`config.mk`:
```
export PLATFORM = sky130hd
export DESIGN_NAME = fetch_sequencer
export DESIGN_NICKNAME = d
export VERILOG_FILES = /design/src/rtl/fetch_sequencer_pkg.sv /design/src/rtl/fetch_sequencer_pc_unit.sv /design/src/rtl/fetch_sequencer.sv
export SDC_FILE = /design/constraint.sdc
export NUM_CORES = 1
export LEC_CHECK = 0
export ABC_CLOCK_PERIOD_IN_PS = 2500
export CORE_MARGIN = 1
export CORE_UTILIZATION = 35
export DETAILED_ROUTE_END_ITERATION = 8
export PLACE_DENSITY = 0.69
export SLEW_MARGIN = 20
export SYNTH_ARGS = -nofsm -noshare
export SYNTH_HDL_FRONTEND = slang
export SYNTH_SLANG_ARGS = --single-unit
```
`constraint.sdc`:
```
create_clock -name clk -period 2.5 [get_ports clk]
set_input_delay 0.25 -clock clk [delete_from_list [all_inputs] [get_ports clk]]
set_output_delay 0.25 -clock clk [all_outputs]
set_load 0.02 [all_outputs]
```
`src/rtl/fetch_sequencer_pkg.sv`:
```
// Shared encodings and constants for the multi-cycle fetch/decode/execute/writeback sequencer.
package fetch_sequencer_pkg;

    typedef enum logic [2:0] {
        ST_FETCH_REQ  = 3'd0,
        ST_FETCH_WAIT = 3'd1,
        ST_DECODE     = 3'd2,
        ST_EXEC       = 3'd3,
        ST_WB         = 3'd4,
        ST_HALT       = 3'd5
    } state_e;

    localparam logic [6:0]  OPC_SYSTEM       = 7'b1110011;
    localparam logic [31:0] INST_EBREAK      = 32'h0010_0073;
    localparam logic [31:0] INST_NOP         = 32'h0000_0013;
    localparam logic [63:0] DEFAULT_RESET_PC = 64'h8000_0000;

    // ebreak is the one SYSTEM encoding the sequencer itself acts on.
    function automatic logic is_ebreak(input logic [31:0] inst);
        return (inst[6:0] == OPC_SYSTEM) && (inst[31:7] == INST_EBREAK[31:7]);
    endfunction

endpackage

```
`src/rtl/fetch_sequencer_pc_unit.sv`:
```
// Architectural PC plus the staged next_pc, the +4 adder and the redirect alignment check.
module fetch_sequencer_pc_unit #(
    parameter int              XLEN     = 64,
    parameter logic [XLEN-1:0] RESET_PC = '0
) (
    input  logic            clk,
    input  logic            rst_n,
    input  logic            load_exec,   // execute finished: pick redirect target or pc+4
    input  logic            load_seq,    // illegal-as-NOP: sequential next_pc
    input  logic            commit,      // writeback: pc takes next_pc
    input  logic            redirect,
    input  logic [XLEN-1:0] target,
    output logic [XLEN-1:0] pc,
    output logic            misaligned
);

    logic [XLEN-1:0] pc_q, pc_d;
    logic [XLEN-1:0] next_pc_q, next_pc_d;
    logic [XLEN-1:0] pc_plus4;

    assign pc_plus4   = pc_q + XLEN'(4);
    assign misaligned = redirect && (target[1:0] != 2'b00);
    assign pc         = pc_q;

    // Select the staged next_pc and commit it to pc only in writeback.
    always_comb begin
        pc_d      = pc_q;
        next_pc_d = next_pc_q;
        if (load_exec) begin
            next_pc_d = redirect ? target : pc_plus4;
        end else if (load_seq) begin
            next_pc_d = pc_plus4;
        end
        if (commit) begin
            pc_d = next_pc_q;
        end
    end

    // PC registers, reset to the boot address.
    always_ff @(posedge clk or negedge rst_n) begin
        if (!rst_n) begin
            pc_q      <= RESET_PC;
            next_pc_q <= RESET_PC;
        end else begin
            pc_q      <= pc_d;
            next_pc_q <= next_pc_d;
        end
    end

endmodule

```
`src/rtl/fetch_sequencer.sv`:
```
// Multi-cycle control FSM: fetch into IR, decode, execute, writeback; halts on ebreak/illegal/misaligned.
module fetch_sequencer
    import fetch_sequencer_pkg::*;
#(
    parameter int              XLEN         = 64,
    parameter logic [XLEN-1:0] RESET_PC     = XLEN'(DEFAULT_RESET_PC),
    parameter bit              ILLEGAL_HALT = 1'b1
) (
    input  logic            clk,
    input  logic            rst_n,
    output logic            imem_req,
    output logic [XLEN-1:0] imem_addr,
    input  logic            imem_gnt,
    input  logic            imem_rvalid,
    input  logic [31:0]     imem_rdata,
    output logic [31:0]     ir,
    input  logic            dec_valid,
    output logic            ex_start,
    input  logic            ex_done,
    input  logic            ex_redirect,
    input  logic [XLEN-1:0] ex_target,
    output logic            wb_en,
    output logic [XLEN-1:0] pc,
    output logic [63:0]     retired,
    output logic            halt,
    output logic            illegal
);

    // Fetch handshake: imem_req stays high in FETCH_REQ until a cycle with imem_gnt=1
    // (request accepted on that edge); the response is the first cycle with imem_rvalid=1
    // while in FETCH_WAIT. rvalid seen in any other state is not ours and is ignored.

    state_e      state_q, state_d;
    logic [31:0] ir_q, ir_d;
    logic [63:0] retired_q, retired_d;
    logic        ex_start_q, ex_start_d;
    logic        wb_en_q, wb_en_d;
    logic        halt_q, halt_d;
    logic        illegal_q, illegal_d;
    logic        load_exec, load_seq, commit;
    logic        misaligned;

    fetch_sequencer_pc_unit #(
        .XLEN     (XLEN),
        .RESET_PC (RESET_PC)
    ) u_pc_unit (
        .clk        (clk),
        .rst_n      (rst_n),
        .load_exec  (load_exec),
        .load_seq   (load_seq),
        .commit     (commit),
        .redirect   (ex_redirect),
        .target     (ex_target),
        .pc         (pc),
        .misaligned (misaligned)
    );

    // Next-state and registered-output logic for the sequencer.
    always_comb begin
        state_d    = state_q;
        ir_d       = ir_q;
        retired_d  = retired_q;
        ex_start_d = 1'b0;
        wb_en_d    = 1'b0;
        halt_d     = halt_q;
        illegal_d  = illegal_q;
        load_exec  = 1'b0;
        load_seq   = 1'b0;
        commit     = 1'b0;
        case (state_q)
            ST_FETCH_REQ: begin
                if (imem_gnt) state_d = ST_FETCH_WAIT;
            end
            ST_FETCH_WAIT: begin
                if (imem_rvalid) begin
                    ir_d    = imem_rdata;
                    state_d = ST_DECODE;
                end
            end
            ST_DECODE: begin
                if (is_ebreak(ir_q)) begin
                    state_d   = ST_HALT;
                    halt_d    = 1'b1;
                    retired_d = retired_q + 64'd1;
                end else if (!dec_valid) begin
                    if (ILLEGAL_HALT) begin
                        state_d   = ST_HALT;
                        halt_d    = 1'b1;
                        illegal_d = 1'b1;
                    end else begin
                        // Retire as a NOP: advance pc, no register write.
                        state_d  = ST_WB;
                        load_seq = 1'b1;
                    end
                end else begin
                    state_d    = ST_EXEC;
                    ex_start_d = 1'b1;
                end
            end
            ST_EXEC: begin
                if (ex_done) begin
                    load_exec = 1'b1;
                    if (misaligned) begin
                        state_d   = ST_HALT;
                        halt_d    = 1'b1;
                        illegal_d = 1'b1;
                    end else begin
                        state_d = ST_WB;
                        wb_en_d = 1'b1;
                    end
                end
            end
            ST_WB: begin
                commit    = 1'b1;
                retired_d = retired_q + 64'd1;
                state_d   = ST_FETCH_REQ;
            end
            ST_HALT: begin
                state_d = ST_HALT;
            end
            default: begin
                state_d = ST_FETCH_REQ;
            end
        endcase
    end

    // Sequencer state and registered outputs.
    always_ff @(posedge clk or negedge rst_n) begin
        if (!rst_n) begin
            state_q    <= ST_FETCH_REQ;
            ir_q       <= INST_NOP;
            retired_q  <= 64'd0;
            ex_start_q <= 1'b0;
            wb_en_q    <= 1'b0;
            halt_q     <= 1'b0;
            illegal_q  <= 1'b0;
        end else begin
            state_q    <= state_d;
            ir_q       <= ir_d;
            retired_q  <= retired_d;
            ex_start_q <= ex_start_d;
            wb_en_q    <= wb_en_d;
            halt_q     <= halt_d;
            illegal_q  <= illegal_d;
        end
    end

    assign imem_req  = (state_q == ST_FETCH_REQ);
    assign imem_addr = pc;
    assign ir        = ir_q;
    assign ex_start  = ex_start_q;
    assign wb_en     = wb_en_q;
    assign retired   = retired_q;
    assign halt      = halt_q;
    assign illegal   = illegal_q;

endmodule
```
==> metrics.yaml, run 1 <==
drt_pass1_iterations: 4
clk_path_buf_depth: 3
fp.dieW_um: 182
setup_violations: 26
reg2regPathDepth: 8
dr_wl_met3_mm: 1.67
rows: 65
worst_pin_slew_ns: 0.671
maxSlewHeadroom: 0.552
max_cap_violations: 0
fin_util: 0.511
cp-startpoint: "ir[0]"
reg2reg_slack_ns: -0.09
grt_pass1_vias: 9550
wl_met2_mm: 16.1
grt_antenna_before_repair: 3
cp.arrival_ns: 3.03
crit_type: "reg -> reg"
place_congestion: 0.807
layout_commonest_cell: "clkdlybuf4s50_1"
gr-usage-all-layers: 0.196
top_layer: "met4"
ant_nets: 0
hpwl_mm: 23.3
dpl_cell_area_sq_mm: 0.0152
violations: "negative setup slack"
rr_endpoint: "retired[23]"
cp_max_fo: 17
period_minus_slack_ns: 2.59
slew_violations: 0
ios: 332
avgRoutedWirePerCell_um: 17.8
drt_wl_total_mm: 33.2
r2r_start: "ir[0]"
cts_tree: "built"
cts_buffers: 27
cts-root-buf: "clkbuf_16"
synth-seq-cells: 231
status: "complete, but fails checks"
rsz0062_at_grt: "true"
htreeDepth: 1
die-area_sq_mm: 0.0333
fmax_ghz: 0.385
hold_path_class: "in -> async"
core_sq_mm: 0.0318
syn_area_per_cell_sq_um: 10.5
worst_ep_required_time_ns: 2.94
dieHeight_um: 182
vias: 9398
area_delta_synth_final_pct: 42.5
final_cell_area_sq_mm: 0.0162
ys_types: 51
post_drt_via_cell_ratio: 5.04
path_clk_slew_ns: 0.06
final_cell_mix: "329 x clkdlybuf4s50_1, 224 x dfrtp_1, 90 x nand2_1"
overflow: 0
final_nets: 1511
finClkSkew_ns: 0.0103
critPathCapture: "retired[23]"
ir_drop_mv: 0.642
min_period_over_period: 1.04
stdcell_count: 1864
place.port_buffers: 331
post-route-drc-count: 0
power_density_mw_per_mm2: 1070
clock-sinks: 231
startpoint_type: "register"
grt_max_degree: 78
dp_cells: 1801
p_leak_nw: 6.70
drive_gt1_frac: 0.164
fin_hold_ws_ns: 0.293
clkLatencyLatePin_ns: 0.52
yosysSeqAreaShare: 0.508
drtIter0Drc: 571
synth_warnings: 0
power_mw: 17.4
syn_nets: 1188
worst_setup_path_end_kind: "register"
hold_viol_final: 0
synth_cells: 1083
tns_ns: -1.03
start_util: 0.359
synth_area_sq_mm: 0.0114
place_ws_ns: -0.0999
grt_first_pass_wirelength_mm: 52.4
setup_slack_ns: -0.0949
wl_met1_mm: 14.5
-- metal layers --
metal	GRT usage	up-vias
met5	0	-
met4	0.0615	0
met3	0.0307	52
met2	0.327	269
met1	0.260	4667
li1	-	4410
-- cells in the mapped netlist, drive strengths merged --
cell    instances  area (sq um)
dfrtp         226          5660
nand2          90           338
xnor2          85           744
mux2           84           946
buf            70           517
nor2           61           229
a21oi          58           290
o21ai          54           270
nand4          47           294
clkbuf         42           158
nand3          42           210
and3           32           200
xor2           32           280
nor3           31           176
o22ai          25           156
nor4           19           185
inv            15          56.3
mux2i          11           110
and4            7          61.3
nand2b          7          43.8
and2            5          31.3
dfstp           5           131
or2             4          27.5
or3             4          25.0
o21a            3          22.5
o31ai           3          22.5
or4             3          30.0
ha              2          25.0
nand3b          2          15.0
nor3b           2          15.0
nor4b           2          32.5
o211ai          2          15.0
a21o            1          7.51
a221o           1          10.0
a311o           1          10.0
a31o            1          8.76
a31oi           1          21.3
nand4b          1          8.76
o31a            1          8.76
or4bb           1          11.3
-- flip-flops by register name, indices dropped and copies added, names as in the netlist --
signal               flops
illegal                  1
u_pc_unit.next_pc_q     64
halt                     1
state_q                  3
ex_start                 1
ir                      32
u_pc_unit.pc            64
retired                 64
wb_en                    1
-- kinds of logic (layout without fill, tap and decap cells) --
logic type,after synthesis,count (layout),share of synthesized area
flops,231,231,0.508
simple gates,360,360,0.170
other cells,0,3,0
xor+xnor,117,117,0.0899
compound gates,151,151,0.0740
mux,95,95,0.0926
fa+ha+maj,2,2,0.00219
buf+inv,127,470,0.0641
-- cell type report --
type | instances | area [sq um]
Tap cell | 435 | 544
Clock inverter | 7 | 90.1
Timing Repair Buffer | 406 | 4000
Multi-Input combinational cell | 725 | 4980
Clock buffer | 42 | 782
Antenna cell | 3 | 7.51
Fill cell | 2836 | 15600
Sequential cell | 231 | 5790
Inverter | 15 | 56.3
-- how the worst min path moves through the flow --
| stage | start | to | depth (start not counted) |
|---|---|---|---|
| finish | rst_n | u_pc_unit.pc[2] | 2 |
| global route | imem_rdata[11] | ir[11] | 2 |
| CTS | imem_rdata[26] | ir[26] | 2 |
| global placement | rst_n | u_pc_unit.next_pc_q[2] | 1 |
| floorplan | rst_n | ex_start | 0 |
| detailed placement | rst_n | u_pc_unit.pc[2] | 1 |
-- report_power, final --
part | internal, mW | switching, mW | total, mW
clock | 2.34 | 1.53 | 3.87
combinational | 3.76 | 3.56 | 7.32
sequential | 5.00 | 1.20 | 6.20
total | 11.1 | 6.29 | 17.4
-- worst max-delay path, stage by stage, from the launching register on --
cell,delay (ns)
dfstp_2,0.52
or4bb_4,0.53
nor4_4,0.38
a31oi_4,0.18
buf_12,0.19
nor3_4,0.21
buf_12,0.18
and3_1,0.17
xor2_1,0.16
-- repair_timing --
action | in CTS | in global routing
buffers inserted | 2 | 7
hold endpoints to repair | 71 | 0
resized for setup | 0 | 18
pin swaps | 1 | 19
hold buffers | 1 | 0
cloned | 0 | 1
endpoints found under the setup margin | 16 | 58
Note: power is estimated with default switching activity, not from simulation.
==> run 2, diff against run 1 <==
--- a/config.mk
+++ b/config.mk
@@ -7,9 +7,10 @@
 export LEC_CHECK = 0
 export ABC_CLOCK_PERIOD_IN_PS = 2500
 export CORE_MARGIN = 1
-export CORE_UTILIZATION = 35
+export CORE_UTILIZATION = 43
 export DETAILED_ROUTE_END_ITERATION = 8
-export PLACE_DENSITY = 0.69
+export PLACE_DENSITY = 0.81
+export RECOVER_POWER = 25
 export SLEW_MARGIN = 20
 export SYNTH_ARGS = -nofsm -noshare
 export SYNTH_HDL_FRONTEND = slang
==> metrics.yaml, run 2 (synthesized netlist as in run 1, its figures left out) <==
layout_commonest_cell: "clkdlybuf4s50_1"
setup_slack_ns: -0.00530  # +0.0896 ns
hpwl_mm: 22.6  # -3.0%
power_mw: 17.4  # about the same
crit_type: "reg -> reg"
drtIter0Drc: 717  # +26%
tns_ns: -0.00530  # +1.03 ns
min_period_over_period: 1.00  # -0.0358
regArea_sq_mm: 0.00579  # about the same
cts_tree: "built"
ir_drop_mv: 0.830  # +29%
core_sq_mm: 0.0261  # -18%
rows: 59  # -9.2%
final_nets: 1509  # -0.13%
cp_max_fo: 5  # -12
ant_nets: 0  # unchanged
post-route-drc-count: 0  # unchanged
grt_max_degree: 78  # unchanged
worst_ep_required_time_ns: 2.90  # -0.04 ns
grt_first_pass_wirelength_mm: 50.2  # -4.1%
clk_path_buf_depth: 3  # unchanged
htreeDepth: 1  # unchanged
clkLatencyLatePin_ns: 0.52  # about the same
grt_pass1_vias: 9505  # -0.47%
hold_viol_final: 0  # unchanged
grt_antenna_before_repair: 1  # -2
status: "complete, but fails checks"
area_delta_synth_final_pct: 40.9
rsz0062_at_grt: "true"
clock-sinks: 231  # unchanged
vias: 9558  # +1.7%
die-area_sq_mm: 0.0272  # -18%
p_leak_nw: 6.70  # about the same
violations: "max-capacitance violations, max-slew violations, negative setup slack"
drive_gt1_frac: 0.161  # -0.00317
worst_setup_path_end_kind: "register"
finClkSkew_ns: 0.00899  # -0.00126 ns
max_cap_violations: 1  # +1
fp.dieW_um: 165  # -9.7%
final_cell_mix: "329 x clkdlybuf4s50_1, 226 x dfrtp_1, 90 x nand2_1"
setup_violations: 1  # -96%
slew_violations: 74  # +74
power_density_mw_per_mm2: 1080  # +1.1%
worst_pin_slew_ns: 1.88  # +1.21 ns
cts-root-buf: "clkbuf_16"
drt_pass1_iterations: 5  # +1
place_congestion: 0.880  # +9.1%
path_clk_slew_ns: 0.06  # about the same
period_minus_slack_ns: 2.51  # -0.0896 ns
dpl_cell_area_sq_mm: 0.0150  # -1.0%
num-fill-cells: 2047  # -28%
fmax_ghz: 0.399  # +3.6%
maxSlewHeadroom: -0.255  # -0.808
overflow: 0  # unchanged
post_drt_via_cell_ratio: 5.43  # +7.8%
cp.arrival_ns: 2.90  # -0.13 ns
gr-usage-all-layers: 0.234  # +0.0380
start_util: 0.438  # +0.0790
drt_wl_total_mm: 32.2  # -2.9%
final_cell_area_sq_mm: 0.0161  # -1.1%
avgRoutedWirePerCell_um: 18.3  # +2.9%
ios: 332  # unchanged
place.port_buffers: 331  # unchanged
cts_buffers: 26  # -3.7%
hold_path_class: "in -> reg"
multi_input_area_sq_mm: 0.00498  # +0.10%
startpoint_type: "register"
dieHeight_um: 165  # -9.7%
-- run 2: cell count changes in the layout (fill, tap and decap cells not counted), moves of 3 or more --
cell | previous run | this run
buf_12 | 9 | 4
buf_4 | 64 | 60
clkbuf_2 | 0 | 3
buf_6 | 1 | 5
nor2_1 | 60 | 57
-- run 2: worst max-delay path, stage by stage (launching register included) --
cell	delay, ns
dfstp_2	0.53
or4bb_4	0.53
nor4_4	0.21
buf_4	0.18
a31oi_4	0.16
buf_4	0.20
nor4_4	0.25
nand4_1	0.18
xnor2_1	0.16
-- run 2: timing repair --
| item | in CTS | in global routing |
|---|---|---|
| setup buffers | 3 | 7 |
| hold endpoints to repair | 67 | 0 |
| endpoints found under the setup margin | 29 | 58 |
| hold buffers | 1 | 0 |
| pin swaps | 9 | 14 |
| resized for setup | 3 | 20 |
| gates cloned | 1 | 1 |
-- run 2: area by class of cell --
| class | instances | area share |
|---|---|---|
| diodes | 1 | 0.000156 |
| clock buffers | 43 | 0.0495 |
| clock inverters | 4 | 0.00592 |
| inverters | 15 | 0.00350 |
| multi-input cells | 726 | 0.310 |
| flip-flops and latches | 231 | 0.360 |
| well taps | 335 | 0.0261 |
| repair buffers | 404 | 0.244 |
-- run 2: final timing paths --
kind                                  start                      end  slack, ns  cells after the start
min in group asynchronous             rst_n  u_pc_unit.next_pc_q[63]       0.80                      2
max in group asynchronous             rst_n                    ir[4]       0.38                      3
worst max register to register        ir[0]              retired[61]     -0.005                      8
worst max-delay path                  ir[0]              retired[61]     -0.005                      8
worst min register to register         halt                     halt       0.46                      1
worst min-delay path            ex_redirect  u_pc_unit.next_pc_q[17]       0.23                      4
-- run 2: through the flow --
step,hold slack (ns),util,worst slack [ns],cells
after floorplan,-0.0456,-,-0.0238,1083
after CTS,0.207,0.613,-0.0471,1751
final,0.230,0.617,-0.00530,1759
after global routing,0.223,0.617,-0.141,1759
after global placement,0.268,0.576,-0.0383,1699
after detailed placement,0.271,0.576,-0.0883,1699
-- run 2: routing by layer --
| layer | routed length, um | global-route usage | share of wire | vias up |
|---|---|---|---|---|
| li1 | - | - | - | 4415 |
| met4 | 1190 | 0.0926 | 0.037 | 0 |
| met3 | 1940 | 0.0334 | 0.060 | 69 |
| met5 | 0 | 0 | 0 | - |
| met2 | 15800 | 0.392 | 0.49 | 373 |
| met1 | 13300 | 0.305 | 0.41 | 4701 |
-- run 2: power by group --
group / internal (mW) / total (mW) / switching, mW / leakage, nW
clock network: 2.46 / 3.96 / 1.50 / 0.434
logic: 3.69 / 7.17 / 3.47 / 3.32
registers: 4.99 / 6.26 / 1.27 / 2.94
==> run 3, diff against run 2 <==
--- a/config.mk
+++ b/config.mk
@@ -7,10 +7,11 @@
 export LEC_CHECK = 0
 export ABC_CLOCK_PERIOD_IN_PS = 2500
 export CORE_MARGIN = 1
-export CORE_UTILIZATION = 43
+export CORE_UTILIZATION = 30
 export DETAILED_ROUTE_END_ITERATION = 8
-export PLACE_DENSITY = 0.81
+export PLACE_DENSITY = 0.62
 export RECOVER_POWER = 25
+export SKIP_LAST_GASP = 1
 export SLEW_MARGIN = 20
 export SYNTH_ARGS = -nofsm -noshare
 export SYNTH_HDL_FRONTEND = slang
==> metrics.yaml, run 3 (synthesized netlist as in run 1, its figures left out) <==
status: "complete, but fails checks"
violations: "max-capacitance violations, max-slew violations, negative setup slack"
power_density_mw_per_mm2: 1080  # -0.57%
grt_pass1_vias: 9474  # -0.33%
startpoint_type: "register"
finClkSkew_ns: 0.0155  # +0.00646 ns
p_leak_nw: 6.73  # +0.53%
overflow: 0  # unchanged
worst_setup_path_end_kind: "register"
stdcell_count: 1950  # +11%
critPathSlowestCell: "or4bb_4"
slew_violations: 65  # -12%
clkLatencyLatePin_ns: 0.55  # +0.03 ns
dpl_cell_area_sq_mm: 0.0154  # +2.4%
avgRoutedWirePerCell_um: 17.7  # -3.5%
ios: 332  # unchanged
ant_nets: 0  # unchanged
worst_pin_slew_ns: 1.63  # -0.256 ns
grt-busiest-layer: "met2"
grt_first_pass_wirelength_mm: 54.2  # +7.9%
tns_ns: -0.120  # -0.115 ns
clock-sinks: 231  # unchanged
period_minus_slack_ns: 2.53  # +0.0267 ns
max_cap_violations: 1  # unchanged
crit_family: "simple AND/OR/NAND/NOR gates"
cp_max_fo: 5  # unchanged
gr-usage-all-layers: 0.176  # -0.0577
fmax_ghz: 0.395  # -1.1%
setup_violations: 6  # +5
place_congestion: 0.808  # -8.2%
place.port_buffers: 331  # unchanged
timing.critical_path.buf_inv: 2  # unchanged
hpwl_mm: 24.4  # +8.0%
drive_gt1_frac: 0.171  # +0.00969
rsz0062_at_grt: "true"
start_util: 0.304  # -0.133
seq_power_share: 0.348  # -0.012
grtUsageMet3: 0.0229  # -0.0105
critPathMaxStageDelay_ns: 0.54  # about the same
fin_hold_ws_ns: 0.267  # +0.0375 ns
power_mw: 17.6  # +1.3%
pwr-share-comb: 0.423  # +0.011
fin_util: 0.436  # -0.180
use_met1: 0.244  # -0.0604
core_sq_mm: 0.0375  # +44%
hold_path_class: "in -> reg"
p_int_mw: 11.2  # +0.75%
dp_cells: 1890  # +11%
p_clk_frac: 0.229  # about the same
final_cell_mix: "329 x clkdlybuf4s50_1, 226 x dfrtp_1, 90 x nand2_1"
final_nets: 1520  # +0.73%
rows: 71  # +20%
swShare: 0.362  # +0.00318
setup_slack_ns: -0.0320  # -0.0267 ns
die-area_sq_mm: 0.0388  # +43%
fp.dieW_um: 197  # +19%
dieHeight_um: 197  # +19%
htreeDepth: 1  # unchanged
p_sw_mw: 6.37  # +2.2%
min_period_over_period: 1.01  # +0.0107
layout_commonest_cell: "clkdlybuf4s50_1"
cp.arrival_ns: 2.96  # +0.06 ns
place_ws_ns: -0.113  # -0.0246 ns
grt_antenna_before_repair: 2  # +1
maxSlewHeadroom: -0.0847  # +0.171
crit_chain: "or4bb_4 > nor4_4 > a31oi_4 > buf_4 > buf_6 > nor4b_4 > nand4_1 > xnor2_1"
final_cell_area_sq_mm: 0.0164  # +1.8%
drt_wl_total_mm: 34.5  # +7.0%
area_delta_synth_final_pct: 43.5
crit_type: "reg -> reg"
hold_viol_final: 0  # unchanged
vias: 9399  # -1.7%
cts_tree: "built"
cts_buffers: 27  # +3.8%
grt_max_degree: 78  # unchanged
path_clk_slew_ns: 0.06  # about the same
cts-root-buf: "clkbuf_16"
ir_drop_mv: 0.581  # -30%
drt_pass1_iterations: 5  # unchanged
drtIter0Drc: 415  # -42%
post_drt_via_cell_ratio: 4.82  # -11%
clk_path_buf_depth: 3  # unchanged
post-route-drc-count: 0  # unchanged
worst_ep_required_time_ns: 2.93  # +0.03 ns
use_met2: 0.285  # -0.107
run 3: worst paths after layout:
check | from | endpoint | cells after the start | slack [ns]
hold / removal | ex_redirect | u_pc_unit.next_pc_q[59] | 3 | 0.27
hold reg to reg | u_pc_unit.next_pc_q[0] | u_pc_unit.next_pc_q[0] | 2 | 0.47
max in group asynchronous | rst_n | u_pc_unit.pc[38] | 3 | 0.41
min in group asynchronous | rst_n | u_pc_unit.next_pc_q[2] | 2 | 0.65
setup reg to reg | ir[0] | retired[43] | 8 | -0.03
setup / recovery | ir[0] | retired[43] | 8 | -0.03
run 3: tightest hold or removal path, cell delays in order:
cell     delay (ns)
buf_4          0.25
a21oi_1        0.18
a21oi_1        0.06
run 3: power by group through the flow:
stage	sequential (mW)	clock [mW]	combinational, mW
finish	6.13	4.04	7.44
floorplan	6.91	0	3.46
detailed placement	6.17	0	7.46
CTS	6.13	4.19	7.51
global placement	6.12	0	7.37
global route	6.32	4.31	7.98
run 3: repair_timing:
item,CTS,global route
endpoints found under the setup margin,24,53
hold endpoints to repair,61,0
buffers inserted,3,4
hold buffers,1,0
resized for setup,3,6
pin swaps,5,10
run 3: metal layers:
metal,up-vias,wire length (um)
met3,45,1660
met4,0,785
met1,4654,15600
met2,268,16400
met5,-,0
li1,4432,-
run 3: area by class of cell:
type / instances / area (sq um)
Antenna cell: 3 / 7.51
Clock buffer: 38 / 807
Multi-Input combinational cell: 725 / 4920
Clock inverter: 12 / 116
Tap cell: 511 / 639
Inverter: 15 / 56.3
Timing Repair Buffer: 415 / 4020
Fill cell: 3606 / 21100
Sequential cell: 231 / 5790
